### src/rtl/serial_addsub_unit.sv
// rtl/serial_addsub_unit.sv - digit-serial two's-complement adder/subtractor with handshake and flags
module serial_addsub_unit #(
  parameter int WIDTH = 16,
  parameter int DIGIT = 4
) (
  input  logic             clk,
  input  logic             rst,
  input  logic             in_valid,
  output logic             in_ready,
  input  logic [WIDTH-1:0] a,
  input  logic [WIDTH-1:0] b,
  input  logic             sel,
  input  logic             cin,
  output logic             out_valid,
  input  logic             out_ready,
  output logic [WIDTH-1:0] result,
  output logic             cout,
  output logic             ovf,
  output logic             zero
);
  localparam int NDIG = WIDTH / DIGIT;
  localparam int CW   = $clog2(NDIG) + 1;

  typedef enum logic [1:0] {IDLE, CALC, DONE} state_t;

  state_t           state;
  logic [WIDTH-1:0] a_sr;
  logic [WIDTH-1:0] b_sr;
  logic             carry;
  logic [CW-1:0]    cnt;

  logic [DIGIT:0]   sum;
  logic             msb_cin;
  logic [WIDTH-1:0] digit_ext;
  logic [WIDTH-1:0] res_next;

  // Carry into the digit's top bit is recovered from the sum bit, so DIGIT = 1 needs no special case.
  always_comb begin
    sum       = {1'b0, a_sr[DIGIT-1:0]} + {1'b0, b_sr[DIGIT-1:0]} + {{DIGIT{1'b0}}, carry};
    msb_cin   = sum[DIGIT-1] ^ a_sr[DIGIT-1] ^ b_sr[DIGIT-1];
    digit_ext = WIDTH'(sum[DIGIT-1:0]);
    res_next  = (result >> DIGIT) | (digit_ext << (WIDTH - DIGIT));
  end

  assign in_ready = (state == IDLE) && !rst;

  always_ff @(posedge clk) begin
    if (rst) begin
      state     <= IDLE;
      out_valid <= 1'b0;
      result    <= '0;
      cout      <= 1'b0;
      ovf       <= 1'b0;
      zero      <= 1'b0;
      cnt       <= '0;
      a_sr      <= '0;
      b_sr      <= '0;
      carry     <= 1'b0;
    end else begin
      case (state)
        IDLE: begin
          if (in_valid && in_ready) begin
            a_sr  <= a;
            b_sr  <= b ^ {WIDTH{sel}};
            carry <= sel ? ~cin : cin;
            cnt   <= '0;
            state <= CALC;
          end
        end
        CALC: begin
          a_sr   <= a_sr >> DIGIT;
          b_sr   <= b_sr >> DIGIT;
          carry  <= sum[DIGIT];
          result <= res_next;
          cnt    <= cnt + 1'b1;
          if (cnt == CW'(NDIG - 1)) begin
            cout      <= sum[DIGIT];
            ovf       <= msb_cin ^ sum[DIGIT];
            zero      <= (res_next == '0);
            out_valid <= 1'b1;
            state     <= DONE;
          end
        end
        DONE: begin
          if (out_ready) begin
            out_valid <= 1'b0;
            state     <= IDLE;
          end
        end
        default: state <= IDLE;
      endcase
    end
  end
endmodule

### config.mk
export PLATFORM = sky130hd
export DESIGN_NAME = serial_addsub_unit
export DESIGN_NICKNAME = d
export VERILOG_FILES = /design/src/rtl/serial_addsub_unit.sv
export SDC_FILE = /design/constraint.sdc
export NUM_CORES = 1
export LEC_CHECK = 0
export CAP_MARGIN = 30
export CORE_UTILIZATION = 54
export DETAILED_ROUTE_END_ITERATION = 12
export GPL_TIMING_DRIVEN = 0
export PLACE_DENSITY = 0.81
export SLEW_MARGIN = 10
export SYNTH_ARGS = -nofsm -noshare
export SYNTH_HDL_FRONTEND = slang
export SYNTH_SLANG_ARGS = --single-unit
### constraint.sdc
create_clock -name clk -period 3.45 [get_ports clk]
set_clock_uncertainty 0.15 [all_clocks]
set_input_delay 0.69 -clock clk [delete_from_list [all_inputs] [get_ports clk]]
set_output_delay 0.69 -clock clk [all_outputs]
set_load 0.05 [all_outputs]
==> results.cfg <==
[final_layout]
layout.nets = 440
area_growth_from_synthesis_to_layout_pct = 31.6
proportion_of_layout_cells_with_a_drive_suffix_above_1_pct = 10.0
commonest_non_fill_non_tap_cell_in_the_layout = sky130_fd_sc_hd__nand2_1
antenna_cells = 0
fillers = 362
mostFrequentLayoutCells = sky130_fd_sc_hd__nand2_1 (78), sky130_fd_sc_hd__dfxtp_1 (58), sky130_fd_sc_hd__clkdlybuf4s50_1 (56), sky130_fd_sc_hd__a21oi_1 (34), sky130_fd_sc_hd__nor2_1 (26)

[clock_network]
clockRootBuffer = sky130_fd_sc_hd__clkbuf_8
clock_tree.buffer_depth = 2
number_of_resized_instances_in_the_post_cts_repair_step = 0
cts.repair_timing.setup_buffer_count = 0
path_clk_slew_ps = 60
cts_num_sinks = 58
ctsHoldBuffers = 0
insertion_delay_ps = 340
cts.htree.levels = 3
cts_tree = built
cts_buffers = 9

[die]
floorplan.rows = 25
die_h_um = 73.1
top_level_ports = 59
initial_utilization_pct = 57.0
die_footprint_um2 = 5340
die_x_um = 73.1
placeableCoreArea_um2 = 4790

[power_and_ir_drop]
power.density_nw_per_um2 = 470
leakagePower_nw = 1.32
vdd.ir_drop.worst_uv = 310

[routing]
detail-route-antenna-nets = 0
vias = 2531
route.final.wire_length_um = 6540
starting_drc_count_in_detailed_routing = 210
first_pass_iters = 5
drc_errors = 0
avgRoutedWirePerCell_um = 14.0
drt-vias-per-instance = 5.42

[synth]
combinational_family_with_the_most_area_after_synthesis = compound AO/OA/AOI/OAI gates
synth-edff-count = 0
synth.ff_latch_count = 58
syn-cell-area_um2 = 2730
synth.net_count = 373
synth_area_in_compound_gates_pct = 20.1
ys_async_sr_fraction_pct = 0
syn_area_per_cell_um2 = 8.32
yosysWarnings = 0
yosys.cell_types.count = 36
syn-instance-count = 328
synth_seq_area_share_pct = 42.6
ys_dominant_reg_cell = sky130_fd_sc_hd__dfxtp_1
synthMuxAreaShare_pct = 0.367
synth_simple_gate_area_share_pct = 19.0
synthXorXnorAreaFrac_pct = 6.10
post_synthesis_adder_cell_area_fraction_pct = 3.76

[setup_path]
ff2ff_setup_slack_ps = 980
worstSetupPathDepth = 3
crit_family = buffers and inverters
crit_start = rst
r2r.worst_path.cells = 6
end_kind = output port
critical_path_class = in -> out
arrival_ps = 1910
worst-path-buf-inv = 2
timing.rr.end = ovf$_SDFFE_PP0P_
timing.critical_path.cells = buf_2 -> nor3_1 -> clkdlybuf4s50_1
crit_path_max_fanout = 9
critical-path-slowest-cell = sky130_fd_sc_hd__clkdlybuf4s50_1
worst-endpoint-required_ps = 2610
worstSetupStartpointType = input port
crit_path_end = in_ready
max_stage_delay_on_crit_path_ps = 850
regToRegStartpoint = a_sr[0]$_SDFFE_PP0P_

[status]
outcome = completed

[sta]
maxClockFrequency_ghz = 0.363
period_needed_ps = 2750
worst_pin_slew_ps = 680
grt_setup_unrepaired = false
timing_hold_violations_final = 0
setup_viol = 0
timing.final.ws_setup_ps = 698
timing_max_transition_violations_final = 0
timing.max_slew.rel_slack_pct = 54.5
setup_total_neg_slack_ps = 0
timing.final.crit_share_pct = 79.8

[worst_hold_path]
worst_hold_path_type = reg -> reg

[grt]
first_global_vias = 2395
grt-ovfl-total = 0
grt_antenna_before_repair = 0
gr-usage-all-layers_pct = 26.4
grt_max_degree = 11
grt_pass1_wl_um = 10700

[job]
drv.max_cap_violation_count = 0

[placement]
place_congestion = 0.834
detailedPlacementHpwl_um = 4670
portBuffers = 56
post_place_worst_slack_ps = 710
layout make-up:
| type | count | area [um2] | area share, % |
|---|---|---|---|
| Buffer | 37 | 213 | 5.93 |
| Clock buffer | 15 | 186 | 5.20 |
| Clock inverter | 1 | 30.0 | 0.837 |
| Inverter | 2 | 7.51 | 0.209 |
| Multi-Input combinational cell | 231 | 1350 | 37.5 |
| Sequential cell | 58 | 1160 | 32.4 |
| Tap cell | 67 | 83.8 | 2.34 |
| Timing Repair Buffer | 56 | 561 | 15.6 |
worst min-delay path: stages, from the launching register on:
cell and delay, ps:
sky130_fd_sc_hd__dfxtp_1 310, sky130_fd_sc_hd__nand2_1 50, sky130_fd_sc_hd__a21oi_1 50
state kept, by name, indices dropped and copies added (netlist names):
register and flops:
ovf 1, carry 1, cnt 3, state 2, result 16, b_sr 16, a_sr 16, out_valid 1
cout 1, zero 1
layer usage:
| metal | vias up | wire length [um] | global-route usage [%] |
|---|---|---|---|
| met4 | 0 | 92 | 13.5 |
| li1 | 1257 | - | - |
| met2 | 94 | 3250 | 44.9 |
| met5 | - | 0 | 0 |
| met1 | 1168 | 2900 | 32.2 |
| met3 | 12 | 301 | 4.28 |
power by group:
part | leakage (nW) | total, mW | switching (mW) | internal (mW)
Sequential | 0.473 | 0.734 | 0.0272 | 0.706
Combinational | 0.737 | 0.284 | 0.152 | 0.132
Clock | 0.110 | 0.670 | 0.257 | 0.413
synth_stat cells (2+ instances only):
library cell,count,area (um2)
sky130_fd_sc_hd__nand2_1,78,293
sky130_fd_sc_hd__dfxtp_1,58,1160
sky130_fd_sc_hd__a21oi_1,34,170
sky130_fd_sc_hd__nor2_1,26,97.6
sky130_fd_sc_hd__xnor2_1,19,166
sky130_fd_sc_hd__buf_4,13,97.6
sky130_fd_sc_hd__clkbuf_1,13,48.8
sky130_fd_sc_hd__a311oi_1,12,105
sky130_fd_sc_hd__buf_2,8,40.0
sky130_fd_sc_hd__a211oi_1,7,52.6
sky130_fd_sc_hd__a22oi_1,7,52.6
sky130_fd_sc_hd__o22ai_1,7,43.8
sky130_fd_sc_hd__o211ai_1,6,45.0
sky130_fd_sc_hd__ha_1,5,62.6
sky130_fd_sc_hd__nand2b_1,4,25.0
sky130_fd_sc_hd__nand3_1,4,20.0
sky130_fd_sc_hd__nor4_1,3,18.8
sky130_fd_sc_hd__a21o_1,2,15.0
sky130_fd_sc_hd__buf_6,2,22.5
sky130_fd_sc_hd__fa_1,2,40.0
sky130_fd_sc_hd__inv_1,2,7.51
sky130_fd_sc_hd__nor3_1,2,10.0
cells by family (layout without fill, tap and decap cells):
logic type      after synthesis  in the layout
fa+ha+maj                     7              7
flops                        58             58
compound gates               82             82
buf+inv                      39            111
mux                           1              1
simple gates                122            122
xor+xnor                     19             19
worst min-delay path by stage:
stage / depth (start not counted) / from / slack [ps] / end
CTS: 2 / result[1]$_SDFFE_PP0P_ / 310 / result[1]$_SDFFE_PP0P_
global placement: 2 / b_sr[14]$_SDFFE_PP0P_ / 290 / b_sr[10]$_SDFFE_PP0P_
global route: 2 / b_sr[8]$_SDFFE_PP0P_ / 320 / b_sr[4]$_SDFFE_PP0P_
detailed placement: 2 / b_sr[6]$_SDFFE_PP0P_ / 300 / b_sr[2]$_SDFFE_PP0P_
finish: 2 / result[1]$_SDFFE_PP0P_ / 310 / result[1]$_SDFFE_PP0P_
floorplan: 2 / b_sr[6]$_SDFFE_PP0P_ / 280 / b_sr[2]$_SDFFE_PP0P_
per-stage QoR:
stage	cells	utilization, %	hold slack [ps]	area (um2)	total power [mW]
floorplan	328	-	282	2730	0.929
detailed placement	451	70.5	299	3370	1.03
CTS	467	75.0	311	3590	1.69
global placement	451	70.5	292	3370	1.02
global route	467	75.0	321	3590	1.74
finish	467	75.0	306	3590	1.69
Power figures use the tool's default switching activity.
